## src/rtl/core_pkg.sv

```systemverilog
// -----------------------------------------------------------------------------
// core_pkg
// Shared constants and types for the core front end.
//   XLEN             : address / PC width
//   NOP_INSTR        : canonical RISC-V NOP (addi x0, x0, 0)
//   RESET_PC_DEFAULT : default first fetch address after reset
//   fetch_entry_t    : one buffered fetch result {instr, pc, misalign}
//   align_word()     : clears the two low bits of an address
// -----------------------------------------------------------------------------
package core_pkg;

  localparam int unsigned      XLEN             = 32;
  localparam logic [31:0]      NOP_INSTR        = 32'h0000_0013;
  localparam logic [XLEN-1:0]  RESET_PC_DEFAULT = '0;

  typedef struct packed {
    logic [31:0]     instr;
    logic [XLEN-1:0] pc;
    logic            misalign;
  } fetch_entry_t;

  localparam int unsigned FETCH_ENTRY_W = $bits(fetch_entry_t);

  function automatic logic [XLEN-1:0] align_word(input logic [XLEN-1:0] addr);
    return addr & ~XLEN'(3);
  endfunction

endpackage

```

## src/rtl/fetch_fifo.sv

```systemverilog
// -----------------------------------------------------------------------------
// fetch_fifo
// Synchronous FIFO holding fetched instructions between the memory response
// and decode. The head entry is read straight out of the storage registers.
//   i_clk, i_rst   : clock, synchronous active-high reset
//   i_flush        : empty the FIFO this cycle (wins over push)
//   i_push         : write i_push_data at the tail
//   i_pop          : drop the head entry (ignored when empty)
//   o_valid        : head entry present
//   o_data         : head entry
//   o_count        : number of stored entries
// A push while full is accepted when a pop happens in the same cycle.
// -----------------------------------------------------------------------------
module fetch_fifo
  import core_pkg::*;
#(
  parameter int unsigned DEPTH = 2,
  parameter int unsigned WIDTH = FETCH_ENTRY_W,
  localparam int unsigned AW   = (DEPTH > 1) ? $clog2(DEPTH) : 1,
  localparam int unsigned CW   = AW + 1
) (
  input  logic             i_clk,
  input  logic             i_rst,
  input  logic             i_flush,
  input  logic             i_push,
  input  logic [WIDTH-1:0] i_push_data,
  input  logic             i_pop,
  output logic             o_valid,
  output logic [WIDTH-1:0] o_data,
  output logic [CW-1:0]    o_count
);

  logic [WIDTH-1:0] r_mem [DEPTH];
  logic [AW-1:0]    r_wr_ptr;
  logic [AW-1:0]    r_rd_ptr;
  logic [CW-1:0]    r_count;

  logic w_full;
  logic w_empty;
  logic w_do_push;
  logic w_do_pop;

  assign w_full    = (r_count == CW'(DEPTH));
  assign w_empty   = (r_count == '0);
  assign w_do_pop  = i_pop & ~w_empty;
  // A full FIFO still takes a push when the head leaves in the same cycle.
  assign w_do_push = i_push & (~w_full | w_do_pop);

  // NOTE: sequential state uses non-blocking assignments so every register
  // samples the pre-edge values, independent of statement order.
  always_ff @(posedge i_clk) begin
    if (i_rst || i_flush) begin
      r_wr_ptr <= '0;
      r_rd_ptr <= '0;
      r_count  <= '0;
    end else begin
      if (w_do_push) r_wr_ptr <= r_wr_ptr + AW'(1);
      if (w_do_pop)  r_rd_ptr <= r_rd_ptr + AW'(1);
      case ({w_do_push, w_do_pop})
        2'b10:   r_count <= r_count + CW'(1);
        2'b01:   r_count <= r_count - CW'(1);
        default: r_count <= r_count;
      endcase
    end
  end

  // NOTE: storage is deliberately not reset; o_valid guards its contents, and
  // leaving it out of reset keeps it as plain registers without reset muxes.
  always_ff @(posedge i_clk) begin
    if (w_do_push && !i_flush && !i_rst) begin
      r_mem[r_wr_ptr] <= i_push_data;
    end
  end

  assign o_valid = ~w_empty;
  assign o_data  = r_mem[r_rd_ptr];
  assign o_count = r_count;

endmodule

```

## src/rtl/fetch_unit.sv

```systemverilog
// -----------------------------------------------------------------------------
// fetch_unit
// Instruction fetch stage: owns the PC, issues one-word reads to instruction
// memory (fixed one-cycle latency), buffers responses in fetch_fifo and hands
// them to decode over valid/ready. A redirect flushes buffered and in-flight
// instructions and refetches from the (word-aligned) target.
//   i_clk, i_rst          : clock, synchronous active-high reset
//   o_imem_req/o_imem_addr: read request and word address
//   i_imem_rdata          : read data, one cycle after the request
//   i_redirect_valid/_pc  : flush and refetch from target
//   o_if_valid/i_if_ready : decode handshake
//   o_if_instr/o_if_pc    : head instruction and its PC
//   o_if_misalign         : head is a misaligned-target marker
// Optional feature macro: FETCH_MISALIGN_CHECK_EN. When defined, a redirect to
// a non word-aligned target produces a single NOP marker entry flagged
// misaligned and halts fetch until the next redirect or reset. When undefined
// the low target bits are dropped and o_if_misalign is constant 0.
// -----------------------------------------------------------------------------
module fetch_unit
  import core_pkg::*;
#(
  parameter logic [XLEN-1:0] RESET_PC = RESET_PC_DEFAULT,
  parameter int unsigned     DEPTH    = 2
) (
  input  logic            i_clk,
  input  logic            i_rst,
  output logic            o_imem_req,
  output logic [XLEN-1:0] o_imem_addr,
  input  logic [31:0]     i_imem_rdata,
  input  logic            i_redirect_valid,
  input  logic [XLEN-1:0] i_redirect_pc,
  output logic            o_if_valid,
  input  logic            i_if_ready,
  output logic [31:0]     o_if_instr,
  output logic [XLEN-1:0] o_if_pc,
  output logic            o_if_misalign
);

  localparam int unsigned CW = $clog2(DEPTH) + 1;

  logic [XLEN-1:0] r_pc;
  logic [XLEN-1:0] r_inflight_pc;
  logic            r_inflight;

  logic            w_halted;
  logic            w_pop;
  logic            w_req;
  logic            w_push;
  logic [CW-1:0]   w_count;
  logic [CW-1:0]   w_used;
  logic            w_head_valid;
  fetch_entry_t    w_push_entry;
  fetch_entry_t    w_head;

  assign w_pop = w_head_valid & i_if_ready;

  // Slots committed after this cycle: in-flight response plus stored entries,
  // minus the one decode takes now. Counting the pop lets a full FIFO keep
  // streaming at one instruction per cycle.
  assign w_used = CW'(r_inflight) + w_count - CW'(w_pop);
  assign w_req  = ~i_rst & ~i_redirect_valid & ~w_halted & (w_used < CW'(DEPTH));

  assign o_imem_req  = w_req;
  assign o_imem_addr = r_pc;

  always_ff @(posedge i_clk) begin
    if (i_rst) begin
      r_pc       <= RESET_PC;
      r_inflight <= 1'b0;
    end else if (i_redirect_valid) begin
      // The outstanding response (if any) is dropped by clearing the flag.
      r_pc       <= align_word(i_redirect_pc);
      r_inflight <= 1'b0;
    end else begin
      r_inflight <= w_req;
      if (w_req) begin
        r_inflight_pc <= r_pc;
        r_pc          <= r_pc + XLEN'(4);
      end
    end
  end

`ifdef FETCH_MISALIGN_CHECK_EN
  logic            r_halted;
  logic            r_marker_pending;
  logic [XLEN-1:0] r_marker_pc;
  logic            w_redirect_misaligned;

  assign w_redirect_misaligned = i_redirect_valid & (i_redirect_pc[1:0] != 2'b00);
  assign w_halted              = r_halted;

  // The redirect cycle flushes the FIFO, so the marker is pushed one cycle
  // later; no response can be in flight then because the redirect cycle
  // never issues a request.
  always_ff @(posedge i_clk) begin
    if (i_rst) begin
      r_halted         <= 1'b0;
      r_marker_pending <= 1'b0;
    end else if (i_redirect_valid) begin
      r_halted         <= w_redirect_misaligned;
      r_marker_pending <= w_redirect_misaligned;
      r_marker_pc      <= i_redirect_pc;
    end else begin
      r_marker_pending <= 1'b0;
    end
  end

  assign w_push       = (r_inflight | r_marker_pending) & ~i_redirect_valid;
  assign w_push_entry = r_marker_pending
                      ? fetch_entry_t'{instr: NOP_INSTR, pc: r_marker_pc, misalign: 1'b1}
                      : fetch_entry_t'{instr: i_imem_rdata, pc: r_inflight_pc, misalign: 1'b0};
  assign o_if_misalign = w_head_valid & w_head.misalign;
`else
  logic w_unused_misalign;

  assign w_halted          = 1'b0;
  assign w_push            = r_inflight & ~i_redirect_valid;
  assign w_push_entry      = fetch_entry_t'{instr: i_imem_rdata, pc: r_inflight_pc, misalign: 1'b0};
  assign o_if_misalign     = 1'b0;
  assign w_unused_misalign = w_head.misalign;
`endif

  fetch_fifo #(
    .DEPTH (DEPTH),
    .WIDTH (FETCH_ENTRY_W)
  ) u_fifo (
    .i_clk       (i_clk),
    .i_rst       (i_rst),
    .i_flush     (i_redirect_valid),
    .i_push      (w_push),
    .i_push_data (w_push_entry),
    .i_pop       (w_pop),
    .o_valid     (w_head_valid),
    .o_data      (w_head),
    .o_count     (w_count)
  );

  assign o_if_valid = w_head_valid;
  assign o_if_instr = w_head.instr;
  assign o_if_pc    = w_head.pc;

endmodule

```

## config.mk

```make
export PLATFORM = sky130hd
export DESIGN_NAME = fetch_unit
export DESIGN_NICKNAME = d
export VERILOG_FILES = /design/src/rtl/core_pkg.sv /design/src/rtl/fetch_fifo.sv /design/src/rtl/fetch_unit.sv
export SDC_FILE = /design/constraint.sdc
export NUM_CORES = 1
export LEC_CHECK = 0
export BUFFER_PORTS_ARGS = -buffer_cell sky130_fd_sc_hd__buf_2
export CAP_MARGIN = 20
export CORE_UTILIZATION = 41
export DETAILED_ROUTE_END_ITERATION = 8
export PLACE_DENSITY = 0.63
export SLEW_MARGIN = 10
export SYNTH_ARGS = -nofsm -noshare
export SYNTH_HDL_FRONTEND = slang
export SYNTH_SLANG_ARGS = --single-unit
```

## constraint.sdc

```tcl
create_clock -name i_clk -period 13.11 [get_ports i_clk]
set_input_delay 0.6555 -clock i_clk [delete_from_list [all_inputs] [get_ports i_clk]]
set_output_delay 0.6555 -clock i_clk [all_outputs]
set_load 0.01 [all_outputs]
```

==> metrics <==
Port Buf Inserts=159; async set or reset register ratio after synthesis=0%; CTS root buffer=clkbuf_16; number of pins with negative max-slew slack in the final report=0; transition time at the pin with the least slew margin=0.985 ns; Cell Rows=49; final-layout worst hold slack=0.424 ns; mapped cell area=7560 sq um; WL/cell=17.7 um; total area of multi-input combinational cells=2090 sq um; first-pass GRT wire length=23,800 um; chip width=138 um; Total Routing Usage GR=16.9%; Post-CTS Setup Inserts=0; layout cells sized above 1=42.6%; leading cell type in the layout, fill and taps excluded=buf_2; effective utilization at floorplan=42.0%; Sum Neg Setup Slack=0 ns; number of flops mapped to enable cells by yosys=154; maximum vdd ir drop=0.0961 mV; Skew-Pair Late Insertion Delay=0.42 ns; post-detailed-route count of antenna-violating nets=0; crit path max fanout=7; proportion of synthesized chip area in sequential cells=70.7%; top flip-flop cell by instance count after synthesis=edfxtp_1; core area=18,000 sq um; Post-route DRC=0; Synth Register Bits=190; min cycle time layout=3.20 ns; Hold Violations, Final=0; number of global-route vias before repair=4,552; leakage component of the power=0.00323 uW; Area Overhead vs Synth=21.2%; Reg clk slew, reported paths=0.07 ns; initial antenna violation count=0; number of buffers created by CTS=17; clock skew=0.00808 ns; Setup violations, final=0; result of the run=completed; maximum level of the CTS H-tree=4; diode count=0; placer's final routability congestion estimate=0.781; Req. time, crit path=12.45 ns; share of the core filled with cells in the final layout=50.9%; total clock sinks=190; startpoint class of the critical path=register; largest net degree at the start of global routing=63; Power Density=137 nW/um^2; overall power after layout=1260 uW; Post-CTS Resized=0; Setup Crit Path Kind=reg2out; Avg Vias per Cell=5.14; flip-flop and latch area=5350 sq um; max capacitance violation total=0; filler instances=1,552; total overflow reported by the global router=0; number of buffers on the longest clock path=2; library cells used by synthesis=46; quantity of hold-fixing buffers added after cts=0; arrival time reported for the critical path endpoint=2.54 ns; CP Capture Type=output pin; warning count from the yosys run=0; remaining max-slew budget at the tightest pin=33.9%; Syn Inst Count=484; average cell area after synthesis=15.6 sq um; number of iterations in the first detailed-routing pass=5; min-delay worst type=in2reg; half-perimeter wire length after placement=10,100 um; detailed-route via count=4,543; DRT Wirelength=15,700 um; maximum achievable frequency=313 MHz; number of nets at the end of the flow=713; # IOs=167; unrepaired setup endpoints after global routing=no; Starting DRT DRC Count=269; TritonCTS clock tree=built; die outline height=138 um; die outline area=19,000 sq um; leading cell types in the layout, fill and taps excluded=buf_2 (159), edfxtp_1 (154), mux2_2 (65); final worst path period share=24.4%
-- power breakdown --
| group | internal [uW] | switching, uW | leakage [uW] |
|---|---|---|---|
| sequential | 669 | 16.2 | 0.00171 |
| combinational | 27.5 | 37.0 | 0.00124 |
| clock | 292 | 216 | 0.000281 |
| total | 989 | 269 | 0.00323 |
-- layout make-up --
type / instances / area share (%)
flip-flops and latches: 190 / 58.3
well taps: 229 / 3.12
inverters: 5 / 0.205
repair buffers: 165 / 9.17
multi-input cells: 263 / 22.7
clock inverters: 12 / 1.47
clock buffers: 20 / 4.98
-- metrics by stage --
stage               instance area [sq um]  cells  setup WS (ns)
floorplan                            7580    488           6.95
CTS                                  9170    884           9.88
detailed placement                   8580    852           9.78
global placement                     8580    852           9.69
finish                               9170    884           9.91
global route                         9170    884           9.72
-- metal layers --
metal	vias to the layer above	wire [um]	global-route usage, %	part of all wire (%)
met5	-	0	0	0
met4	0	238	6.16	1.5
met3	18	1110	4.56	7.1
met2	168	7570	28.3	48
met1	2189	6770	20.8	43
li1	2168	-	-	-
-- registers in the layout (all words and copies together), names as in the netlist, named ones only --
name and flops:
u_fifo.r_rd_ptr 1, u_fifo.o_count 2, r_inflight 1, u_fifo.r_mem 124, r_inflight_pc 30, u_fifo.r_wr_ptr 1
o_imem_addr 30
-- synthesized netlist by cell type, drive strengths merged (9+ instances only) --
cell type	n	area (sq um)
edfxtp	154	4620
mux2	65	732
dfxtp	36	721
nor2	35	131
clkbuf	21	80.1
xnor2	17	149
a211oi	16	120
nand2	15	56.3
nand3	14	75.1
nand4	12	75.1
a2111oi	11	180
xor2	10	87.6
buf	9	66.3
nor3	9	45.0
-- worst paths after layout --
check / start / end / slack, ns / depth (start not counted)
worst max-delay path: u_fifo.o_count[0]$_SDFFE_PP0P_ / o_imem_req / 9.91 / 8
worst min-delay path: i_imem_rdata[31] / u_fifo.r_mem[1][63]$_DFFE_PP_ / 0.42 / 1
worst max register to register: u_fifo.o_count[0]$_SDFFE_PP0P_ / o_imem_addr[28]$_SDFFE_PP0P_ / 9.99 / 9
worst min register to register: r_inflight_pc[27]$_DFFE_PP_ / u_fifo.r_mem[1][27]$_DFFE_PP_ / 0.45 / 0
-- worst max-delay path, stage by stage (launching register included) --
cell,delay [ns]
dfxtp_1,0.41
inv_1,0.09
nand2_1,0.09
and2_1,0.22
ha_1,0.26
nor2b_1,0.28
xor2_1,0.54
nor2_1,0.07
buf_2,0.16
-- kinds of logic after synthesis --
logic type      count (synthesis)  synth area share, %
compound gates                 46                 5.69
mux                            65                 9.68
buf+inv                        35                 2.18
other cells                     1               0.0496
fa+ha+maj                       3                0.496
xor+xnor                       27                 3.13
flops                         190                 70.7
simple gates                  117                 8.11
(Power assumes the default switching activity.)
